==> src/rtl/htif_pkg.sv <==
// Shared types and constants for the HTIF controller: FSM states, the
// timeout exit code and the per-port committed-store record.
package htif_pkg;

  localparam int unsigned HTIF_PLEN = 56;
  localparam int unsigned HTIF_XLEN = 64;

  localparam logic [31:0] HTIF_TIMEOUT_CODE = 32'hffff_ffff;

  typedef enum logic [2:0] {
    HTIF_IDLE,
    HTIF_REQ,
    HTIF_WAIT_RSP,
    HTIF_WR_FH,
    HTIF_DONE
  } htif_state_e;

  typedef struct packed {
    logic                 valid;
    logic [HTIF_PLEN-1:0] paddr;
    logic [HTIF_XLEN-1:0] wdata;
  } htif_store_t;

endpackage

==> src/rtl/rvfi_htif_ctrl_if.sv <==
// Host-side handshakes of the HTIF controller: syscall request/response
// towards the host handler and the fromhost write towards memory.
interface rvfi_htif_ctrl_if
  import htif_pkg::*;
#(
  parameter int unsigned PLEN = HTIF_PLEN,
  parameter int unsigned XLEN = HTIF_XLEN
) ();

  // Valid/ready: a transfer happens on a cycle where valid && ready; the
  // source keeps valid and its payload stable until then. sys_rsp_valid_i
  // is a single-cycle pulse with no back-pressure.
  logic            sys_req_valid_o;
  logic [XLEN-1:0] sys_req_data_o;
  logic            sys_req_ready_i;
  logic            sys_rsp_valid_i;
  logic [XLEN-1:0] sys_rsp_data_i;
  logic            fh_wr_valid_o;
  logic [PLEN-1:0] fh_wr_addr_o;
  logic [XLEN-1:0] fh_wr_data_o;
  logic            fh_wr_ready_i;

  modport master (
    output sys_req_valid_o, sys_req_data_o,
    input  sys_req_ready_i,
    input  sys_rsp_valid_i, sys_rsp_data_i,
    output fh_wr_valid_o, fh_wr_addr_o, fh_wr_data_o,
    input  fh_wr_ready_i
  );

  modport slave (
    input  sys_req_valid_o, sys_req_data_o,
    output sys_req_ready_i,
    output sys_rsp_valid_i, sys_rsp_data_i,
    input  fh_wr_valid_o, fh_wr_addr_o, fh_wr_data_o,
    output fh_wr_ready_i
  );

endinterface

==> src/rtl/htif_port_arb.sv <==
// Combinational tohost hit detection and lowest-index priority select over
// the RVFI commit ports (lower index is older in program order).
module htif_port_arb
  import htif_pkg::*;
#(
  parameter  int unsigned NrPorts = 2,
  localparam int unsigned IdxW    = (NrPorts > 1) ? $clog2(NrPorts) : 1
) (
  input  htif_store_t          store [NrPorts],
  input  logic [HTIF_PLEN-1:0] tohost_addr,
  output logic                 hit,
  output logic [IdxW-1:0]      win_idx,
  output logic [HTIF_XLEN-1:0] win_data,
  output logic                 multi_hit,
  output logic                 exit_hit,
  output logic [31:0]          exit_code
);

  logic [NrPorts-1:0] port_hit;

  for (genvar g = 0; g < NrPorts; g++) begin : g_hit
    assign port_hit[g] = store[g].valid && (tohost_addr != '0) &&
                         (store[g].paddr == tohost_addr);
  end

  // exit_hit/exit_code track the oldest terminating store separately, since
  // a busy FSM honours exits even when the overall winner is a syscall.
  always_comb begin
    hit       = 1'b0;
    win_idx   = '0;
    win_data  = '0;
    multi_hit = 1'b0;
    exit_hit  = 1'b0;
    exit_code = '0;
    for (int i = 0; i < NrPorts; i++) begin
      if (port_hit[i]) begin
        if (hit) begin
          multi_hit = 1'b1;
        end else begin
          hit      = 1'b1;
          win_idx  = IdxW'(i);
          win_data = store[i].wdata;
        end
        if (!exit_hit && store[i].wdata[0]) begin
          exit_hit  = 1'b1;
          exit_code = store[i].wdata[31:0];
        end
      end
    end
  end

endmodule

==> src/rtl/rvfi_htif_ctrl.sv <==
// HTIF controller: watches committed stores for tohost writes, terminates
// the test or sequences a syscall round trip, and enforces the cycle limit.
module rvfi_htif_ctrl
  import htif_pkg::*;
#(
  parameter  int unsigned NrPorts = 2,
  parameter  int unsigned PLEN    = HTIF_PLEN,
  parameter  int unsigned XLEN    = HTIF_XLEN,
  localparam int unsigned IdxW    = (NrPorts > 1) ? $clog2(NrPorts) : 1
) (
  input  logic                           clk_i,
  input  logic                           rst_i,
  input  logic [PLEN-1:0]                tohost_addr_i,
  input  logic [PLEN-1:0]                fromhost_addr_i,
  input  logic [31:0]                    timeout_i,
  input  logic [NrPorts-1:0]             st_valid_i,
  input  logic [NrPorts-1:0][PLEN-1:0]   st_paddr_i,
  input  logic [NrPorts-1:0][XLEN-1:0]   st_wdata_i,
  rvfi_htif_ctrl_if.master               host,
  output logic [31:0]                    end_of_test_o,
  output logic                           busy_o,
  output logic                           overrun_o,
  output htif_state_e                    dbg_state_o,
  output logic [IdxW-1:0]                dbg_last_port_o
);

  htif_store_t          store [NrPorts];
  logic                 hit, multi_hit, exit_hit;
  logic [IdxW-1:0]      win_idx;
  logic [HTIF_XLEN-1:0] win_data;
  logic [31:0]          exit_code;

  for (genvar g = 0; g < NrPorts; g++) begin : g_store
    assign store[g].valid = st_valid_i[g];
    assign store[g].paddr = HTIF_PLEN'(st_paddr_i[g]);
    assign store[g].wdata = HTIF_XLEN'(st_wdata_i[g]);
  end

  htif_port_arb #(.NrPorts(NrPorts)) u_arb (
    .store       (store),
    .tohost_addr (HTIF_PLEN'(tohost_addr_i)),
    .hit         (hit),
    .win_idx     (win_idx),
    .win_data    (win_data),
    .multi_hit   (multi_hit),
    .exit_hit    (exit_hit),
    .exit_code   (exit_code)
  );

  htif_state_e     state_q, state_d;
  logic [31:0]     eot_q, eot_d;
  logic [XLEN-1:0] req_data_q, req_data_d;
  logic [XLEN-1:0] rsp_data_q, rsp_data_d;
  logic [PLEN-1:0] fh_addr_q, fh_addr_d;
  logic            overrun_q, overrun_d;
  logic [IdxW-1:0] last_port_q, last_port_d;
  logic [31:0]     cycles_q;
  logic            timeout_hit;

  assign timeout_hit = (timeout_i != '0) && (cycles_q > timeout_i);

  always_ff @(posedge clk_i) begin
    if (rst_i) begin
      state_q     <= HTIF_IDLE;
      eot_q       <= '0;
      req_data_q  <= '0;
      rsp_data_q  <= '0;
      fh_addr_q   <= '0;
      overrun_q   <= 1'b0;
      last_port_q <= '0;
      cycles_q    <= '0;
    end else begin
      state_q     <= state_d;
      eot_q       <= eot_d;
      req_data_q  <= req_data_d;
      rsp_data_q  <= rsp_data_d;
      fh_addr_q   <= fh_addr_d;
      overrun_q   <= overrun_d;
      last_port_q <= last_port_d;
      if (cycles_q != 32'hffff_ffff) cycles_q <= cycles_q + 32'd1;
    end
  end

  always_comb begin
    state_d     = state_q;
    eot_d       = eot_q;
    req_data_d  = req_data_q;
    rsp_data_d  = rsp_data_q;
    fh_addr_d   = fh_addr_q;
    overrun_d   = overrun_q;
    last_port_d = last_port_q;

    unique case (state_q)
      HTIF_IDLE: begin
        if (hit) begin
          if (multi_hit) overrun_d = 1'b1;
          last_port_d = win_idx;
          if (win_data[0]) begin
            eot_d   = win_data[31:0];
            state_d = HTIF_DONE;
          end else begin
            req_data_d = win_data[XLEN-1:0];
            state_d    = HTIF_REQ;
          end
        end
      end
      HTIF_REQ, HTIF_WAIT_RSP, HTIF_WR_FH: begin
        // Every hit except the one terminating store is dropped here.
        if (hit && (!exit_hit || multi_hit)) overrun_d = 1'b1;
        if (exit_hit) begin
          eot_d   = exit_code;
          state_d = HTIF_DONE;
        end else if (state_q == HTIF_REQ) begin
          if (host.sys_req_ready_i) state_d = HTIF_WAIT_RSP;
        end else if (state_q == HTIF_WAIT_RSP) begin
          if (host.sys_rsp_valid_i) begin
            rsp_data_d = host.sys_rsp_data_i;
            fh_addr_d  = fromhost_addr_i;
            state_d    = HTIF_WR_FH;
          end
        end else begin
          if (host.fh_wr_ready_i) state_d = HTIF_IDLE;
        end
      end
      HTIF_DONE: ;
      default: state_d = HTIF_IDLE;
    endcase

    // An exit decided above already moved to DONE, so it outranks the timeout.
    if (state_q != HTIF_DONE && state_d != HTIF_DONE && timeout_hit) begin
      eot_d   = HTIF_TIMEOUT_CODE;
      state_d = HTIF_DONE;
    end
  end

  assign host.sys_req_valid_o = (state_q == HTIF_REQ);
  assign host.sys_req_data_o  = req_data_q;
  assign host.fh_wr_valid_o   = (state_q == HTIF_WR_FH);
  assign host.fh_wr_addr_o    = fh_addr_q;
  assign host.fh_wr_data_o    = rsp_data_q;

  assign end_of_test_o   = eot_q;
  assign busy_o          = (state_q != HTIF_IDLE);
  assign overrun_o       = overrun_q;
  assign dbg_state_o     = state_q;
  assign dbg_last_port_o = last_port_q;

endmodule

==> src/flat_wrapper.sv <==
// flat-port wrapper written by rule: the top's interface ports become plain ports
module rvfi_htif_ctrl_flat import htif_pkg::*;
#(
  parameter  int unsigned NrPorts = 2,
  parameter  int unsigned PLEN    = HTIF_PLEN,
  parameter  int unsigned XLEN    = HTIF_XLEN,
  localparam int unsigned IdxW    = (NrPorts > 1) ? $clog2(NrPorts) : 1
)
  (clk_i, rst_i, tohost_addr_i, fromhost_addr_i, timeout_i, st_valid_i, st_paddr_i, st_wdata_i, end_of_test_o, busy_o, overrun_o, dbg_state_o, dbg_last_port_o, host_sys_req_valid_o, host_sys_req_data_o, host_sys_req_ready_i, host_sys_rsp_valid_i, host_sys_rsp_data_i, host_fh_wr_valid_o, host_fh_wr_addr_o, host_fh_wr_data_o, host_fh_wr_ready_i);
  rvfi_htif_ctrl_if #(.PLEN(PLEN), .XLEN(XLEN)) host_i ();
  input  logic clk_i;
  input  logic rst_i;
  input  logic [PLEN-1:0] tohost_addr_i;
  input  logic [PLEN-1:0] fromhost_addr_i;
  input  logic [31:0] timeout_i;
  input  logic [NrPorts-1:0] st_valid_i;
  input  logic [NrPorts-1:0][PLEN-1:0] st_paddr_i;
  input  logic [NrPorts-1:0][XLEN-1:0] st_wdata_i;
  output logic [31:0] end_of_test_o;
  output logic busy_o;
  output logic overrun_o;
  output htif_state_e dbg_state_o;
  output logic [IdxW-1:0] dbg_last_port_o;
  output wire logic [$bits(host_i.sys_req_valid_o)-1:0] host_sys_req_valid_o;
  output wire logic [$bits(host_i.sys_req_data_o)-1:0] host_sys_req_data_o;
  input wire logic [$bits(host_i.sys_req_ready_i)-1:0] host_sys_req_ready_i;
  input wire logic [$bits(host_i.sys_rsp_valid_i)-1:0] host_sys_rsp_valid_i;
  input wire logic [$bits(host_i.sys_rsp_data_i)-1:0] host_sys_rsp_data_i;
  output wire logic [$bits(host_i.fh_wr_valid_o)-1:0] host_fh_wr_valid_o;
  output wire logic [$bits(host_i.fh_wr_addr_o)-1:0] host_fh_wr_addr_o;
  output wire logic [$bits(host_i.fh_wr_data_o)-1:0] host_fh_wr_data_o;
  input wire logic [$bits(host_i.fh_wr_ready_i)-1:0] host_fh_wr_ready_i;
  assign host_sys_req_valid_o = host_i.sys_req_valid_o;
  assign host_sys_req_data_o = host_i.sys_req_data_o;
  assign host_i.sys_req_ready_i = host_sys_req_ready_i;
  assign host_i.sys_rsp_valid_i = host_sys_rsp_valid_i;
  assign host_i.sys_rsp_data_i = host_sys_rsp_data_i;
  assign host_fh_wr_valid_o = host_i.fh_wr_valid_o;
  assign host_fh_wr_addr_o = host_i.fh_wr_addr_o;
  assign host_fh_wr_data_o = host_i.fh_wr_data_o;
  assign host_i.fh_wr_ready_i = host_fh_wr_ready_i;
  rvfi_htif_ctrl #(.NrPorts(NrPorts), .PLEN(PLEN), .XLEN(XLEN)) u_core (.clk_i(clk_i), .rst_i(rst_i), .tohost_addr_i(tohost_addr_i), .fromhost_addr_i(fromhost_addr_i), .timeout_i(timeout_i), .st_valid_i(st_valid_i), .st_paddr_i(st_paddr_i), .st_wdata_i(st_wdata_i), .host(host_i), .end_of_test_o(end_of_test_o), .busy_o(busy_o), .overrun_o(overrun_o), .dbg_state_o(dbg_state_o), .dbg_last_port_o(dbg_last_port_o));
endmodule
==> config.mk <==
export PLATFORM = sky130hd
export DESIGN_NAME = rvfi_htif_ctrl_flat
export DESIGN_NICKNAME = d
export VERILOG_FILES = /design/src/rtl/htif_pkg.sv /design/src/rtl/rvfi_htif_ctrl_if.sv /design/src/rtl/htif_port_arb.sv /design/src/rtl/rvfi_htif_ctrl.sv /design/src/flat_wrapper.sv
export SDC_FILE = /design/constraint.sdc
export NUM_CORES = 1
export LEC_CHECK = 0
export ABC_AREA = 1
export CORE_AREA = 2 2 265 267
export CTS_CLUSTER_SIZE = 14
export DETAILED_ROUTE_END_ITERATION = 8
export DIE_AREA = 0 0 267 269
export GPL_ROUTABILITY_DRIVEN = 0
export GPL_TIMING_DRIVEN = 0
export PLACE_DENSITY = 0.47
export REMOVE_ABC_BUFFERS = 1
export SYNTH_ARGS = -nofsm -noshare
export SYNTH_HDL_FRONTEND = slang
export SYNTH_SLANG_ARGS = --single-unit
==> constraint.sdc <==
create_clock -name clk_i -period 2.2 [get_ports clk_i]
set_input_delay 0.22 -clock clk_i [delete_from_list [all_inputs] [get_ports clk_i]]
set_output_delay 0.22 -clock clk_i [all_outputs]
set_load 0.02 [all_outputs]
# Word-level counts from Yosys, hierarchy flattened
# Index checks and enable logic that the tools add are counted.
word_totals:
  ff_bits: 252
  output_inout_bits: 224
  elab_cells: 90
op_classes:
  n_addsub: 1
  n_lt_le_gt_ge: 1
  eq_ne: 15
  n_mux: 36
  n_bitwise: 3
  n_reduce_logical: 25
ops:
  columns: ["operator", "count"]
  rows:
  - ["$mux W32", 8]
  - ["$mux W64", 3]
  - ["$eq A56 B56 Y1", 2]
  - ["$pmux W32 S2", 1]
  - ["$reduce_bool A56 Y1", 1]
  - ["$add A32 B1 Y32 const B", 1]
  - ["$gt A32 B32 Y1", 1]
  - ["$ne A32 B32 Y1 const B", 1]
  - ["$reduce_bool A32 Y1", 1]
  - ["$mux W3", 9]
  - ["$mux W1", 13]
  - ["$logic_and A1 B1 Y1", 9]
  - ["$pmux W3 S3", 1]
  - ["$reduce_and A4 Y1", 2]
  - ["$eq A3 B2 Y1 const B", 2]
  - ["$ne A2 B1 Y1 const B", 3]
  - ["$ne A3 B1 Y1 const B", 2]
  - ["$ne A3 B3 Y1 const B", 2]
  - ["$reduce_bool A3 Y1", 2]
  - ["$reduce_and A5 Y1", 1]
  - ["$eq A3 B1 Y1 const B", 1]
  - ["$eq A3 B3 Y1 const B", 1]
  - ["$logic_not A3 Y1", 1]
  - ["$ne A3 B2 Y1 const B", 1]
  - ["other kinds (9)", 12]

# Logic depth before layout (Yosys ltp)
# Gate-level depths: netlist (run 1).
logic_depth:
  ltp_word: 15
  depth_mapped: 20
  mapped_depth_nobuf: 19

# Cells and area by module
# A second synthesis (run 1) with hierarchy kept.
unflattened:
  cells_unflattened: 2376
  hier_area_um2: 14577.7
by_module_without_submodules:
  columns: ["mod", "instances", "cells_each", "area_each_um2", "seq_area_each_um2"]
  rows:
  - ["rvfi_htif_ctrl", 1, 1529, 10916.7, 5044.8]
  - ["htif_port_arb", 1, 847, 3661.0, 0.0]

# Least setup slack after synthesis (run 1)
# No wires, ideal clock.
synth_path:
  kind: "reg-to-reg"
  startpoint: "register u_core.cycles_q[0]"
  endpoint: "register u_core.cycles_q[13]"
  setup_time_ps: 111
  arrival_time_ps: 1953
  path_slack_ps: 137
  stages_incl_launch_ff: 14
  synth_period_minus_slack_ps: 2063
  path_cell_list: "dfxtp_1 -> ha_1 -> nand2_1 -> nor3_1 -> inv_1 -> nor3_1 -> nand2_1 -> nand2_1 -> nor2_1 -> nand4_1 -> nor2_1 -> or2_2 -> nand3_1 -> inv_1"
synth_via:
  elab_chain_cells: 1
  word_cells_on_any_way: 2
  cone_classes: "add/sub (1); eq/ne (1)"
synth_rtl:
  columns: ["item", "line_no", "rtl"]
  rows:
  - ["start: declaration", "rvfi_htif_ctrl.sv:57", "logic [31:0] cycles_q;"]
  - ["start signal: assignment", "rvfi_htif_ctrl.sv:80", "if (cycles_q != 32'hffff_ffff) cycles_q <= cycles_q + 32'd1;"]
  - ["$add A32 B1 Y32 / $ne A32 B32 Y1 (equally long branches)", "rvfi_htif_ctrl.sv:80", null]
# Parallel ways exist; a longest one is shown, timed or not.
# A chain may end at the register's enable or synchronous reset.

# Final worst setup path (run 1)
layout_path:
  startpoint: "register u_core.cycles_q[19]"
  endpoint: "register u_core.eot_q[24], in the netlist u_core.end_of_test_o[24]"
layout_via:
  elab_chain_cells: 5
  word_cells_on_any_way: 9
  cone_classes: "order compare (1); eq/ne (3); mux (1); reduce/logical (4)"
layout_rtl:
  columns: ["item", "line_no", "rtl"]
  rows:
  - ["$gt A32 B32 Y1 (*)", "rvfi_htif_ctrl.sv:60", "assign timeout_hit = (timeout_i != '0) && (cycles_q > timeout_i);"]
  - ["$logic_and A1 B1 Y1 (*)", "rvfi_htif_ctrl.sv:60", null]
  - ["$logic_and A1 B1 Y1 (*)", "rvfi_htif_ctrl.sv:130", "if (state_q != HTIF_DONE && state_d != HTIF_DONE && timeout_hit) begin"]
  - ["$ne A3 B1 Y1 (no source line) (tied with other cells)", null, null]
  - ["$reduce_and A4 Y1 (no source line)", null, null]
  - ["end signal: assignment", "rvfi_htif_ctrl.sv:74", "eot_q <= eot_d;"]
  - ["end: declaration", "rvfi_htif_ctrl.sv:51", "logic [31:0] eot_q, eot_d;"]
# Every way passes the cells marked *; elsewhere a longest branch is shown, timed or not.

==> results.yml, run 1 <==
status:
  status: "finished, violations left"
  violations: "negative setup slack"
critical_path:
  critical_path_peak_fanout: 8
  arrival_ns: 2.69
  crit_chain: "ha_4, nand2_4, o21ai_2, nand4_1, nand3_2, a21oi_4, a21oi_4, buf_12, nand3_4, buf_16, buf_6, a21oi_2"
  timing.reg2reg.setup_slack_ns: -0.01
  crit_type: "flop to flop"
  r2r_start: "u_core.cycles_q[19]"
  crit_buf_inv: 3
  worstSetupEndpointType: "flop"
  cp_common_cell: "a21oi_4"
  ff2ff_path_depth: 12
  critical-path-slowest-cell: "dfxtp_4"
  cp.required_ns: 2.68
  path_delay_family: "compound AO/OA/AOI/OAI gates"
  slowest_delay_ns: 0.38
  critPathLaunchType: "flop"
  timing.rr.end: "u_core.end_of_test_o[24]"
routing:
  firstDrtPassIters: 5
  antenna_left: 0
  wl_met1_mm: 36.6
  vias: 19500
  met3WireLength_mm: 7.52
  drt_iter0_drc: 1234
  routed_wl_mm: 93.1
  detail_route.wl_per_cell_um: 21.4
  viasPerCell: 4.50
  wl_met2_mm: 45.6
  route.top_layer_used: "met5"
  drc: 0
timing:
  worst_slew_pin_slew_ns: 0.767
  rsz0062_at_grt: "yes"
  hold_slack_ns: 0.0721
  fin_ws_ns: -0.0125
  maxSlewHeadroom: 0.489
  fmax_mhz: 452
  fin_crit_sh: 1.01
  final_hold_viol_count: 0
  period_needed_ns: 2.21
  finalSetupViolCount: 1
  final.setup_skew_ns: 0.0248
  slew_viol_final: 0
job:
  drv_cap: 0
synthesis:
  yosysTopAreaCell: "dfxtp_1"
  synth_top_area_frac: 0.323
  synth_cells: 2590
  synth_top_flop_cell: "dfxtp_1"
  ys_seq_area_frac: 0.323
  ys_async_sr_fraction: 0
  ys_seq_elements: 252
  synth_edf_count: 0
  avgSynthCellArea_um2: 6.03
  yosysUniqueCellTypes: 46
  yosysWarnings: 0
  ys_top_cells_by_area: "dfxtp_1, nand2_1, inv_1"
  syn-cell-area_um2: 15600
global_route:
  grt_usage: 0.244
  globalRouteOverflowTotal: 0
  grt_max_degree: 119
  antenna_found_initial: 47
  grt_pass1_vias: 18100
  grt_pass1_wl_mm: 127
clock_tree:
  cts.clk_slew.worst_paths_ns: 0.06
  cts_sinks: 252
  cts_tree: "built"
  clock_latency_ns: 0.56
  cts_root_buffer: "clkbuf_16"
  cts-buffers-inserted: 34
  cts_max_level: 2
  ctsHoldBuffers: 0
  cts_buffer_depth: 3
finish:
  layout-drive-gt1-share: 0.177
  area_growth_pct: 76.4
  fin_area_um2: 27600
  fin_nets: 3842
worst_hold_path:
  hold_class: "primary input to flop"
  min_from: "rst_i"
  min_delay_path_depth: 4
  hold_end: "u_core.cycles_q[27]"
floorplanning:
  initial_core_util: 0.225
  fp.dieW_um: 267
  die_h_um: 269
  dieArea_um2: 71800
  rows: 97
  core_area_um2: 69300
  pin_count: 679
power:
  p_per_area_nw_per_um2: 445
  ir_drop_mv: 0.435
  leakagePower_nw: 12.8
  p_total_w: 0.0123
placed_design:
  port_buffers: 677
  place_area_um2: 23400
  hpwl_mm: 68.2
  preCtsSetupSlack_ns: -2.53
layout make-up:
cell class | instances | area [µm²]
diodes | 25 | 62.6
flip-flops and latches | 252 | 5120
inverters | 478 | 1840
clock buffers | 50 | 1030
multi-input cells | 1765 | 9670
repair buffers | 822 | 8540
well taps | 940 | 1180
repair inverters | 1 | 8.76
clock inverters | 8 | 111
fillers | 7437 | 41700
power breakdown:
part / total, W / internal (W) / switching, W
clock network: 0.00581 / 0.00349 / 0.00232
logic: 0.00188 / 0.000954 / 0.000931
registers: 0.00456 / 0.00455 / 0.00000822
total: 0.0123 / 0.00900 / 0.00326
tightest hold or removal path: cells and delay by family:
family / cells / cell delay, ns
compound gates: 2 / 0.11
buf+inv: 2 / 0.25
per-layer routing:
| layer | vias up | global-route usage |
|---|---|---|
| li1 | 9684 | - |
| met1 | 9017 | 0.280 |
| met2 | 656 | 0.423 |
| met3 | 170 | 0.0719 |
| met4 | 16 | 0.0979 |
| met5 | - | 0 |
cells by family after synthesis:
kind of cell             count (synthesis)  share of synthesized area
AO/OA/AOI/OAI                          443                      0.157
XOR/XNOR                                27                     0.0151
adder cells (fa/ha/maj)                 33                     0.0264
buffers and inverters                  580                      0.147
flip-flops                             252                      0.323
other                                    1                   0.000240
AND/OR/NAND/NOR                       1254                      0.331
Yosys cell counts (2+ instances only):
| cell | count |
|---|---|
| buf_1 | 4 |
| and2_1 | 7 |
| buf_4 | 10 |
| inv_2 | 35 |
| nor3_1 | 21 |
| a22o_1 | 32 |
| ha_1 | 33 |
| nor2_4 | 6 |
| o21ai_0 | 191 |
| nor2_2 | 3 |
| nand3_1 | 127 |
| a21oi_1 | 171 |
| nand4_2 | 2 |
| o211a_1 | 17 |
| and3_1 | 2 |
| clkbuf_1 | 41 |
| nand2_2 | 3 |
| buf_2 | 44 |
| buf_6 | 3 |
| nand3_2 | 4 |
| nor2_1 | 271 |
| nor4_1 | 13 |
| nand2_1 | 751 |
| xor2_1 | 10 |
| inv_1 | 442 |
| dfxtp_1 | 252 |
| a211oi_1 | 3 |
| xnor2_1 | 17 |
| nand4_1 | 37 |
| or2_2 | 3 |
| a31oi_1 | 2 |
| o21ai_1 | 18 |
| o21bai_1 | 2 |
stage by stage:
| step | instances | util | setup TNS, ns |
|---|---|---|---|
| 6_report | 4341 | 0.398 | -0.0125 |
| 5_1_grt | 4335 | 0.397 | -1.94 |
| 4_1_cts | 4273 | 0.381 | -0.00708 |
| 3_5_place_dp | 4117 | 0.337 | -449.01 |
| 3_3_place_gp | 4105 | 0.333 | -1468.47 |
| 2_1_floorplan | 2488 | - | -466.67 |
registers in the layout, summed over array words and instances (netlist names):
name                        count
u_core.host.fh_wr_data_o       64
u_core.host.sys_req_data_o     63
u_core.host.fh_wr_addr_o       56
u_core.cycles_q                32
u_core.end_of_test_o           32
u_core.dbg_state_o              3
u_core.dbg_last_port_o          1
u_core.overrun_o                1
cell usage in the layout, fill, tap and decap left out, types with 48 or more instances in the layout:
cell type,count
a21oi_1,164
buf_4,79
clkdlybuf4s50_1,511
dfxtp_1,223
dlygate4sd2_1,79
dlymetal6s2s_1,48
inv_1,422
inv_2,48
nand2_1,625
nand2_2,118
nand3_1,104
nor2_1,217
o21ai_0,170
worst max path at each step:
stage,from,end,cells after the start
floorplan,u_core.dbg_state_o[0],u_core.host.fh_wr_addr_o[0],7
global placement,u_core.dbg_state_o[0],u_core.host.fh_wr_addr_o[35],7
detailed placement,tohost_addr_i[8],u_core.host.fh_wr_addr_o[35],12
CTS,u_core.cycles_q[3],u_core.dbg_state_o[1],14
global route,u_core.cycles_q[0],u_core.end_of_test_o[24],16
finish,u_core.cycles_q[19],u_core.end_of_test_o[24],12
what timing repair did:
item	4_1_cts	5_1_grt
gates cloned	21	4
buffers inserted	78	42
resized for setup	353	323
pin swaps	77	123
setup endpoints to repair	239	231
Note: power is estimated with default switching activity, not from simulation.
==> run 2, diff against run 1 <==
- PLACE_DENSITY: 0.47 -> 0.56
==> run 2 against run 1 <==
The flow still finishes with violations (negative setup slack). Wire length decreased by 4.3%. Final area is 0.92% lower. Combinational power about the same. Critical endpoint is now u_core.dbg_state_o[1].
==> results.yml, run 2 (same netlist as run 1, synthesis figures left out) <==
status:
  status: "finished, violations left"
  violations: "negative setup slack"
clock_tree:
  cts_root_buffer: "clkbuf_16"
  cts_sinks: 252
  cts_buffer_depth: 3
  cts_max_level: 1
  cts-buffers-inserted: 31
  cts_tree: "built"
  cts.clk_slew.worst_paths_ns: 0.06
  clock_latency_ns: 0.60
critical_path:
  timing.rr.end: "u_core.dbg_state_o[1]"
  cp.required_ns: 2.73
  critical_path_peak_fanout: 8
  critPathLaunchType: "primary input"
  worstSetupEndpointType: "flop"
  r2r_start: "u_core.cycles_q[30]"
  crit_type: "primary input to flop"
  timing.reg2reg.setup_slack_ns: 0
  arrival_ns: 2.73
  ff2ff_path_depth: 12
finish:
  final_common_cell: "nand2_1"
  fin_nets: 3822
  layout_common_cells: "nand2_1, clkdlybuf4s50_1, inv_1"
  layout-drive-gt1-share: 0.176
  largest_reg_flops: 64
  area_growth_pct: 74.8
  fin_util: 0.394
timing:
  rsz0062_at_grt: "yes"
  slew_viol_final: 0
  finalSetupViolCount: 1
  tns_ns: -0.00515
  worst_slew_pin_slew_ns: 0.888
  fin_ws_ns: -0.00515
  final.setup_skew_ns: 0.0158
  final_hold_viol_count: 0
  fin_crit_sh: 1.00
  maxSlewHeadroom: 0.408
  period_needed_ns: 2.21
  fmax_mhz: 453
routing:
  routed_wl_mm: 89.1
  antenna_left: 0
  vias: 19500
  drt_iter0_drc: 1500
  drc: 0
  viasPerCell: 4.52
  firstDrtPassIters: 5
  detail_route.wl_per_cell_um: 20.6
floorplanning:
  die_h_um: 269
  initial_core_util: 0.225
  rows: 97
  core_area_um2: 69300
  pin_count: 679
  dieArea_um2: 71800
  fp.dieW_um: 267
placed_design:
  hpwl_mm: 63.5
  preCtsSetupSlack_ns: -2.90
  port_buffers: 677
power:
  p_per_area_nw_per_um2: 437
  ir_drop_mv: 0.539
  leakagePower_nw: 12.8
global_route:
  grt_usage: 0.231
  antenna_found_initial: 24
  globalRouteOverflowTotal: 0
  grt_max_degree: 122
  grt_pass1_wl_mm: 122
  grt_pass1_vias: 17900
job:
  drv_cap: 0
worst_hold_path:
  hold_class: "primary input to flop"
  min_delay_path_depth: 3
  hold_end: "u_core.host.fh_wr_addr_o[55]"
  min_from: "fromhost_addr_i[55]"
==> run 2: per-stage QoR <==
stage	hold WS (ns)	total power (W)	std cells	instance area, µm²
after floorplan	0.289	0.00525	2488	15100
after global placement	0.432	0.00646	4105	23100
after detailed placement	0.435	0.00644	4118	23400
after CTS	0.209	0.0120	4265	26100
after global routing	0.237	0.0124	4311	27300
final	0.250	0.0119	4315	27300
==> run 2: power by group <==
| group | internal (W) | switching (W) | leakage, nW |
|---|---|---|---|
| clock network | 0.00322 | 0.00223 | 0.527 |
| registers | 0.00456 | 0.00000815 | 2.05 |
| logic | 0.000967 | 0.000946 | 10.2 |
==> run 2: cell type report <==
cell class / instances / area [µm²]
antenna: 18 / 45.0
clock buffer: 44 / 905
clock inverter: 12 / 164
fill: 7285 / 42000
inverter: 478 / 1860
multi-input combinational: 1765 / 9620
sequential: 252 / 5110
tap: 940 / 1180
timing repair buffer: 805 / 8410
timing repair inverter: 1 / 11.3
==> run 2: how the worst max path moves through the flow <==
stage,start,end,cells after the start
after floorplan,u_core.dbg_state_o[0],u_core.host.fh_wr_addr_o[0],7
after global placement,u_core.dbg_state_o[0],u_core.host.fh_wr_data_o[36],7
after detailed placement,st_wdata_i[0],u_core.end_of_test_o[29],8
after CTS,st_paddr_i[10],u_core.host.sys_req_data_o[4],18
after global routing,tohost_addr_i[54],u_core.dbg_state_o[1],17
final,st_paddr_i[39],u_core.dbg_state_o[1],17
==> run 2: what timing repair did <==
item,CTS,global route
pin swaps,79,136
cloned,17,5
hold buffers,1,0
setup endpoints to repair,244,222
resized for setup,278,417
setup buffers,73,28
endpoints found under the hold margin,3,0
==> run 2: worst max-delay path, cell delays in order <==
cell	delay (ns)
clkdlybuf4s15_1	0.24
nand2_2	0.16
nand2_1	0.08
nor2_2	0.14
nand2_1	0.08
nor2_1	0.13
nand2_2	0.08
nor2_4	0.16
nand4_4	0.20
buf_12	0.24
buf_4	0.13
nand2_1	0.11
nand2_4	0.12
nand3_4	0.19
clkbuf_16	0.21
nand2_4	0.06
nor3_2	0.19
==> run 2: routing by layer <==
layer / track usage / wire length [µm] / part of all wire / up-vias
li1: - / - / - / 9634
met1: 0.296 / 37600 / 0.42 / 8928
met2: 0.381 / 41100 / 0.46 / 761
met3: 0.0540 / 7620 / 0.086 / 151
met4: 0.0750 / 2700 / 0.030 / 14
met5: 0 / 92 / 0.0010 / -
==> run 3, diff against run 2 <==
- CAP_MARGIN: unset -> 15
==> run 3 against run 2 <==
The flow still finishes with violations (negative setup slack). Die area stayed put. Sequential power barely moved. Total power decreased by 1.8%. Final cell count rose by 0.25%. Via count up 0.28%. Final area fell by 0.73%. Critical path depth fell by 4. Global-route usage is essentially flat. Non-clock buffer count grew 15. Sequential share of layout area increased by 0.14 points. Count of clock-buffer cells in the layout rose by 4. Critical path type is now flop to flop. Largest power group unchanged.
==> results.yml, run 3 (same netlist as run 1, synthesis figures left out) <==
status:
  status: "finished, violations left"
  violations: "negative setup slack"
critical_path:
  critPathLaunchType: "flop"
  critical_path_peak_fanout: 8
  timing.reg2reg.setup_slack_ns: -0.01
  crit_type: "flop to flop"
  timing.rr.end: "u_core.end_of_test_o[16]"
  ff2ff_path_depth: 13
  arrival_ns: 2.70
  cp.required_ns: 2.69
  worstSetupEndpointType: "flop"
  r2r_start: "u_core.cycles_q[27]"
timing:
  maxSlewHeadroom: 0.474
  finalSetupViolCount: 2
  fin_crit_sh: 1.00
  hold_slack_ns: 0.240
  worst_slew_pin_slew_ns: 0.789
  fin_ws_ns: -0.00952
  final_hold_viol_count: 0
  final.setup_skew_ns: 0.0215
  slew_viol_final: 0
  period_needed_ns: 2.21
  rsz0062_at_grt: "yes"
  fmax_mhz: 453
power:
  p_sw_frac: 0.266
  ir_drop_mv: 0.616
  p_total_w: 0.0117
  pwr-share-seq: 0.390
  switchingPower_w: 0.00311
  p_per_area_nw_per_um2: 432
  p_clk_frac: 0.452
  leakagePower_nw: 12.4
  pwr-share-comb: 0.159
  p_int_w: 0.00860
routing:
  detail_route.wl_per_cell_um: 20.6
  vias: 19500
  drt_iter0_drc: 1432
  firstDrtPassIters: 5
  routed_wl_mm: 89.1
  drc: 0
  antenna_left: 0
  viasPerCell: 4.52
finish:
  layout_common_cells: "nand2_1, clkdlybuf4s50_1, inv_1"
  final_common_cell: "nand2_1"
  fin_area_um2: 27100
  fin_nets: 3836
  fin_util: 0.391
  largest_reg_flops: 64
  layout-drive-gt1-share: 0.167
  area_growth_pct: 73.6
global_route:
  antenna_found_initial: 24
  grt_pass1_vias: 17900
  grt_max_degree: 122
  globalRouteOverflowTotal: 0
  grt_pass1_wl_mm: 121
  grt_usage: 0.231
clock_tree:
  clock_latency_ns: 0.60
  cts_buffer_depth: 3
  cts_sinks: 252
  cts-buffers-inserted: 31
  cts.clk_slew.worst_paths_ns: 0.06
  cts_max_level: 1
  cts_root_buffer: "clkbuf_16"
  cts_tree: "built"
placed_design:
  port_buffers: 677
  hpwl_mm: 63.7
  preCtsSetupSlack_ns: -2.52
  place_area_um2: 23400
worst_hold_path:
  min_delay_path_depth: 3
  hold_class: "primary input to flop"
  hold_end: "u_core.host.fh_wr_addr_o[37]"
  min_from: "fromhost_addr_i[37]"
floorplanning:
  dieArea_um2: 71800
  pin_count: 679
  initial_core_util: 0.225
  fp.dieW_um: 267
  rows: 97
  core_area_um2: 69300
  die_h_um: 269
job:
  drv_cap: 0
==> run 3: cell types whose count changed in the layout (fill, tap and decap cells not counted), sizes merged, moves of 2 or more <==
cell	previous run	this run
clkdlybuf4s15	15	18
inv	482	480
dlymetal6s2s	73	20
clkbuf	100	97
clkdlybuf4s50	505	507
bufbuf	5	1
dlygate4sd2	31	91
diode	18	14
buf	119	133
==> run 3: layout make-up <==
cell class	count	area [µm²]
antenna	14	35.0
clock buffer	48	920
clock inverter	9	118
fill	7358	42200
inverter	478	1860
multi-input combinational	1764	9420
sequential	252	5110
tap	940	1180
timing repair buffer	820	8450
timing repair inverter	1	11.3
==> run 3: stage by stage <==
step / setup TNS, ns / std cells
6_report: -0.0143 / 4326
4_1_cts: -0.00761 / 4277
5_1_grt: -1.66 / 4325
3_3_place_gp: -1437.73 / 4105
2_1_floorplan: -466.67 / 2488
3_5_place_dp: -465.60 / 4120
==> run 3: worst max-delay path by stage <==
stage,start,end,slack [ns],cells after the start
final,u_core.cycles_q[27],u_core.end_of_test_o[16],-0.01,13
after global routing,u_core.cycles_q[25],u_core.end_of_test_o[22],-0.11,13
after CTS,tohost_addr_i[25],u_core.host.fh_wr_data_o[12],-0.008,14
after detailed placement,tohost_addr_i[40],u_core.end_of_test_o[26],-2.52,15
after global placement,u_core.dbg_state_o[0],u_core.host.fh_wr_data_o[36],-6.84,7
after floorplan,u_core.dbg_state_o[0],u_core.host.fh_wr_addr_o[0],-3.02,7
==> run 3: repair_timing <==
item	in CTS	in global routing
gates cloned	17	10
pin swaps	95	105
resized for setup	392	269
hold buffers	1	0
endpoints found under the setup margin	231	235
buffers inserted	82	26
endpoints found under the hold margin	3	0
==> run 3: power groups by stage <==
stage          Combinational [W]  Clock [W]  Sequential, W
6_report                 0.00186    0.00529        0.00456
5_1_grt                  0.00201    0.00561        0.00456
4_1_cts                  0.00177    0.00544        0.00457
3_5_place_dp             0.00176          0        0.00467
3_3_place_gp             0.00178          0        0.00468
2_1_floorplan           0.000581          0        0.00467
==> run 3: metal layers <==
layer | track usage | wire length (µm) | vias up
met3 | 0.0564 | 7770 | 139
li1 | - | - | 9644
met2 | 0.390 | 41700 | 766
met5 | 0 | 119 | -
met4 | 0.0607 | 2280 | 18
met1 | 0.292 | 37200 | 8975
==> run 3: worst max-delay path, stage by stage, from the launching register on <==
cell and delay [ns]:
dfxtp_4 0.38, ha_4 0.28, nand2_4 0.05, nor4_4 0.28, and2_4 0.23, nand3_2 0.07
nand2_2 0.08, a21oi_4 0.04, buf_6 0.12, nand3_4 0.17, buf_16 0.19, nand3_1 0.08
nand2_1 0.06, inv_1 0.05
